--- config.mk ---
export PLATFORM = sky130hd
export DESIGN_NAME = countdown_timer
export DESIGN_NICKNAME = d
export VERILOG_FILES = /design/src/rtl/countdown_timer.sv
export SDC_FILE = /design/constraint.sdc
export NUM_CORES = 1
export LEC_CHECK = 0
export BUFFER_PORTS_ARGS = -buffer_cell sky130_fd_sc_hd__buf_2
export CORE_MARGIN = 4
export CORE_UTILIZATION = 42
export CTS_BUF_LIST = sky130_fd_sc_hd__clkbuf_4
export CTS_CLUSTER_SIZE = 25
export DETAILED_ROUTE_END_ITERATION = 12
export GPL_TIMING_DRIVEN = 0
export PLACE_DENSITY_LB_ADDON = 0.05
export SYNTH_ARGS = -nofsm -noshare
export SYNTH_HDL_FRONTEND = slang
export SYNTH_SLANG_ARGS = --single-unit
--- constraint.sdc ---
create_clock -name clock -period 2.2 [get_ports clock]
set_clock_uncertainty 0.1 [all_clocks]
set_input_delay 0.44 -clock clock [delete_from_list [all_inputs] [get_ports clock]]
set_output_delay 0.44 -clock clock [all_outputs]
set_load 0.03 [all_outputs]
--- src/rtl/countdown_timer.sv ---
// countdown_timer: loadable down-counter with terminal-count pulse.
// One-shot or periodic (auto-reload) operation, selected when the timer is started.
//
//   state | meaning
//   ------+---------------------------------------------------------------
//   IDLE  | not counting; counter is 0; a start loads and arms the timer
//   RUN   | counting down on enabled cycles; expires when counter is 1
module countdown_timer #(
  parameter int WIDTH = 8
) (
  input  logic             clock,
  input  logic             reset,
  input  logic             start,
  input  logic [WIDTH-1:0] reload_value,
  input  logic             periodic,
  input  logic             enable,
  input  logic             abort,
  output logic [WIDTH-1:0] counter,
  output logic             busy,
  output logic             expired
);

  typedef enum logic {
    IDLE = 1'b0,
    RUN  = 1'b1
  } state_t;

  localparam logic [WIDTH-1:0] CNT_ZERO = '0;
  localparam logic [WIDTH-1:0] CNT_ONE  = {{(WIDTH-1){1'b0}}, 1'b1};

  state_t           state, state_nxt;
  logic [WIDTH-1:0] counter_nxt;
  logic [WIDTH-1:0] reload_q, reload_nxt;
  logic             mode_q, mode_nxt;
  logic             expired_nxt;

  // State, count, latched settings and outputs; everything clears on reset.
  always_ff @(posedge clock) begin
    if (reset) begin
      state    <= IDLE;
      counter  <= CNT_ZERO;
      reload_q <= CNT_ZERO;
      mode_q   <= 1'b0;
      busy     <= 1'b0;
      expired  <= 1'b0;
    end else begin
      state    <= state_nxt;
      counter  <= counter_nxt;
      reload_q <= reload_nxt;
      mode_q   <= mode_nxt;
      busy     <= (state_nxt == RUN);
      expired  <= expired_nxt;
    end
  end

  // Next-state decode: abort beats start, start beats a decrement or expiry.
  always_comb begin
    state_nxt   = state;
    counter_nxt = counter;
    reload_nxt  = reload_q;
    mode_nxt    = mode_q;
    expired_nxt = 1'b0;

    if (abort) begin
      // abort in IDLE leaves it idle; in RUN it drops back without a pulse
      state_nxt   = IDLE;
      counter_nxt = CNT_ZERO;
    end else if (start) begin
      reload_nxt = reload_value;
      mode_nxt   = periodic;
      if (reload_value == CNT_ZERO) begin
        // zero-length timer expires at once and never enters RUN
        state_nxt   = IDLE;
        counter_nxt = CNT_ZERO;
        expired_nxt = 1'b1;
      end else begin
        state_nxt   = RUN;
        counter_nxt = reload_value;
      end
    end else if (state == RUN && enable) begin
      if (counter == CNT_ONE) begin
        expired_nxt = 1'b1;
        if (mode_q) begin
          counter_nxt = reload_q;
        end else begin
          counter_nxt = CNT_ZERO;
          state_nxt   = IDLE;
        end
      end else begin
        counter_nxt = counter - CNT_ONE;
      end
    end
  end

endmodule
Yosys cells after proc, flatten, opt, wreduce, memory -nomap -nowiden. Cells that the tools add are included.

Mux-type cells: 14. Add/subtract/negate cells: 1. Bitwise operators: 1. Equality and inequality tests: 2. Reduce and logical (&&, ||, !) cells: 7.

Operator list (count): 8-bit 2-to-1 mux (5); 1-bit 2-to-1 mux (9); 8-bit by 1-bit == test with 1-bit output, second input constant (1); 8-bit logical NOT (1); 8-bit by 1-bit subtractor with 8-bit output, second input constant (1); 2-bit nonzero test (2); 3-bit AND reduction (1); 2-bit inequality test, second input constant (1); 2-bit AND reduction (1); 2-bit OR reduction (1); 1-bit logical AND (1); 1-bit inverter (1).

Word-level logic and storage cells: 30. Bits in registers: 19.

Depth between registers and ports, before layout.
Depth in word-level cells: 4. Mapped depth: 7. Depth with buffers taken out: 6.

Worst setup path after synthesis. OpenSTA, ideal clock, no wires.

Path kind: reg-to-reg. From: register counter[1]. To: register counter[1]. Buffers on the path: 1. Arrival: 1.907 ns. Stages on the path, launching flop included: 8. Period minus slack after synthesis: 2.125 ns. Data required time: 1.983 ns. Setup slack: 0.075 ns. Setup time: 0.117 ns. Cells stage by stage: dfxtp_1 inv_1 ha_1 nor3b_2 and2_1 buf_6 a311o_2 a32o_1.

Longest elaborated chain between the ends: 4. Elaborated cells on any way between the ends: 5.

RTL lines: start: declaration (RTL line 18) `output logic [WIDTH-1:0] counter,`; start signal: assignment (RTL line 48) `counter <= counter_nxt;`; 8-bit by 1-bit subtractor with 8-bit output / 8-bit by 1-bit == test with 1-bit output (equally long branches) (RTL line 90, 81); 8-bit 2-to-1 mux (*) (RTL line 81) `if (counter == CNT_ONE) begin`; 8-bit 2-to-1 mux (*) (RTL line 80) `end else if (state == RUN && enable) begin`; 8-bit 2-to-1 mux (*) (RTL line 68) `end else if (start) begin`.

Every way passes the cells marked *; elsewhere a longest branch is shown, timed or not. The select of a mux whose other input is x is not followed. A chain may end at the register's enable or synchronous reset.

Worst setup path in the final report.
From: register counter[0]. To: register counter[6].

The elaborated chain is that of the path after synthesis.

==> flow_summary.yaml <==
status:
  status: "completed"
clock_network:
  clk_latency_ns: 0.30
  cts.clk_slew.worst_paths_ns: 0.11
  cts_setup_buffers: 0
  cts_made_buffers: 3
  ctsLongestPathBuffers: 2
  cts_resized: 0
  cts_tree: "done"
  htree_levels: 1
  cts_hold_buf: 0
  clock-sinks: 19
  cts-root-buf: "clkbuf_4"
global_routing:
  grt_start_max_net_pins: 11
  grt_antenna_before_repair: 0
  overflow: 0
  grt_use_total_pct: 16.64
  grt_pass1_wl_mm: 4.416
  grt_pass1_vias: 955
synth:
  yosys_warnings: 0
  syn_area_per_cell_um2: 8.171
  synth_edf_count: 0
  synthesis.nets: 146
  ys.flop_type: "dfxtp_1"
  synth-async-reset-ratio_pct: 0
  ys_seq_elements: 19
  postSynthCellCount: 130
  synth_seq_area_share_pct: 35.81
  syn-cell-area_um2: 1062
  yosysUniqueCellTypes: 44
routing:
  antenna_left: 0
  drc: 0
  initialDrtViolationCount: 41
  num_vias: 1021
  vias_per_cell: 5.549
  wl_per_cell_um: 14.41
  drt-total-wl_mm: 2.652
  drt_pass1_iterations: 4
worst_setup_path:
  criticalPathCategory: "reg2reg"
  r2r_end: "counter[6]"
  required_ns: 2.30
  end_kind: "flop"
  crit_arrival_ns: 2.16
  crit_path_max_fanout: 9
  r2r_slack_ns: 0.14
  cp-start-kind: "flop"
  reg2reg_from: "counter[0]"
  ff2ff_path_depth: 6
  cp-startpoint: "counter[0]"
  cp-endpoint: "counter[6]"
power_and_ir_drop:
  seqPwrFrac_pct: 52.4
  leakage_nw: 0.5051
  power_density_nw_per_um2: 578.2
  ir_drop_v: 0.0003090
  swShare_pct: 29.66
  net-switching-power_uw: 212.2
  power_uw: 715.5
  p_int_uw: 503.3
  clockPowerShare_pct: 26.8
  power_frac_comb_pct: 20.8
finish:
  num-nets-final: 173
  n_antenna_cell: 0
  post-route-util_pct: 53.37
  area_growth_pct: 16.49
  n_fill_cell: 231
  instances_no_fill: 184
  final_cell_area_um2: 1237
  layout-drive-gt1-share_pct: 25.64
  multi_input_area_um2: 631.9
  seqCellArea_um2: 380.4
run:
  maxCapViolations: 0
min_path:
  hold_class: "in2reg"
  hp-start: "periodic"
place:
  hpwl_mm: 2.090
  port-buffer-count: 22
  gp_congestion: 0.7918
  placed_area_um2: 1207
  place_inst: 180
timing:
  slew_violations: 0
  tns_ns: 0
  fmax_mhz: 485.4
  period_needed_ns: 2.060
  slew_headroom_pct: 64.19
  finalHoldViolCount: 0
  rsz0062_at_grt: "false"
  report.final.setup_viol: 0
  tightest_slew_ns: 0.5352
  fin_crit_sh_pct: 93.64
die:
  num_rows: 17
  die-area_um2: 3398
  dieWidth_um: 58.29
  die_y_um: 58.29
  initial_core_util_pct: 45.82
  io_pins: 24
  core_area_um2: 2318
-- metal layers --
layer,GRT usage (%),vias up,wire [µm]
li1,-,525,-
met1,23.46,475,1331
met2,25.52,19,1190
met3,3.289,2,111
met4,4.967,0,18
met5,0,-,0
-- layout by cell type, fill, tap and decap left out, drive strengths merged, types with 3 or more instances in the layout --
master  instances
a21oi          16
a31oi           5
and3            3
buf            25
clkbuf          8
dfxtp          19
inv             3
nand2          26
nand2b          4
nor2            8
nor3            3
-- synth_stat cells (all sizes together) (2+ instances only) --
| library cell | number | area, µm² |
|---|---|---|
| clkbuf | 4 | 15.01 |
| nor4 | 2 | 27.53 |
| inv | 3 | 11.26 |
| o31ai | 2 | 15.01 |
| ha | 2 | 25.02 |
| dfxtp | 19 | 380.4 |
| o22ai | 2 | 12.51 |
| nor2 | 8 | 30.03 |
| nor3 | 3 | 15.01 |
| nand2b | 4 | 25.02 |
| a31oi | 5 | 46.29 |
| a21oi | 16 | 80.08 |
| and2 | 2 | 12.52 |
| o21ai | 2 | 10.01 |
| o311ai | 2 | 17.52 |
| a211oi | 2 | 15.01 |
| nor3b | 2 | 20.02 |
| nand3 | 2 | 10.01 |
| buf | 3 | 23.77 |
| nand2 | 26 | 97.59 |
| and3 | 3 | 21.27 |
-- critical path: stages (launching register included) --
cell and delay [ns]:
dfxtp_1 0.46, ha_1 0.23, nor3b_2 0.37, and2_1 0.21, buf_6 0.15, a31oi_4 0.10, a2111oi_2 0.35
-- per-stage QoR --
stage	setup slack [ns]	hold WS (ns)
5_1_grt	0.0003619	0.2773
4_1_cts	0.1399	0.2628
2_1_floorplan	0.07543	0.3362
3_3_place_gp	0.2305	0.3450
3_5_place_dp	0.1761	0.3480
6_report	0.1399	0.2694
-- sequential cells by signal, indices dropped and copies added, names as in the netlist --
name	cells
counter	8
expired	1
mode_q	1
reload_q	8
state	1
-- power groups by stage --
| stage | combinational (mW) | sequential (mW) | clock [mW] |
|---|---|---|---|
| final | 0.149 | 0.375 | 0.192 |
| after global routing | 0.164 | 0.378 | 0.219 |
| after CTS | 0.149 | 0.375 | 0.201 |
| after detailed placement | 0.148 | 0.383 | 0 |
| after global placement | 0.147 | 0.382 | 0 |
| after floorplan | 0.0925 | 0.393 | 0 |
-- worst min path at each step --
stage / cells past startpoint / to / slack [ns]
after floorplan: 2 / reload_q[1] / 0.34
after global placement: 2 / reload_q[2] / 0.34
after detailed placement: 2 / reload_q[2] / 0.35
after CTS: 3 / mode_q / 0.26
after global routing: 3 / mode_q / 0.28
final: 3 / mode_q / 0.27
-- kinds of logic after synthesis --
group                    count (synthesis)  synth area share, %
AO/OA/AOI/OAI                           39                26.27
XOR/XNOR                                 2                1.649
adder cells (fa/ha/maj)                  2                2.355
buffers and inverters                   10                4.711
flip-flops                              19                35.81
multiplexers                             2                2.002
AND/OR/NAND/NOR                         56                27.21
-- cell type report --
class	instances	share of cell area, %
multi-input combinational	101	51.06
sequential	19	30.74
timing repair buffer	22	8.898
buffer	7	3.134
tap	28	2.831
clock buffer	4	2.427
inverter	3	0.9100
Power figures use the tool's default switching activity.
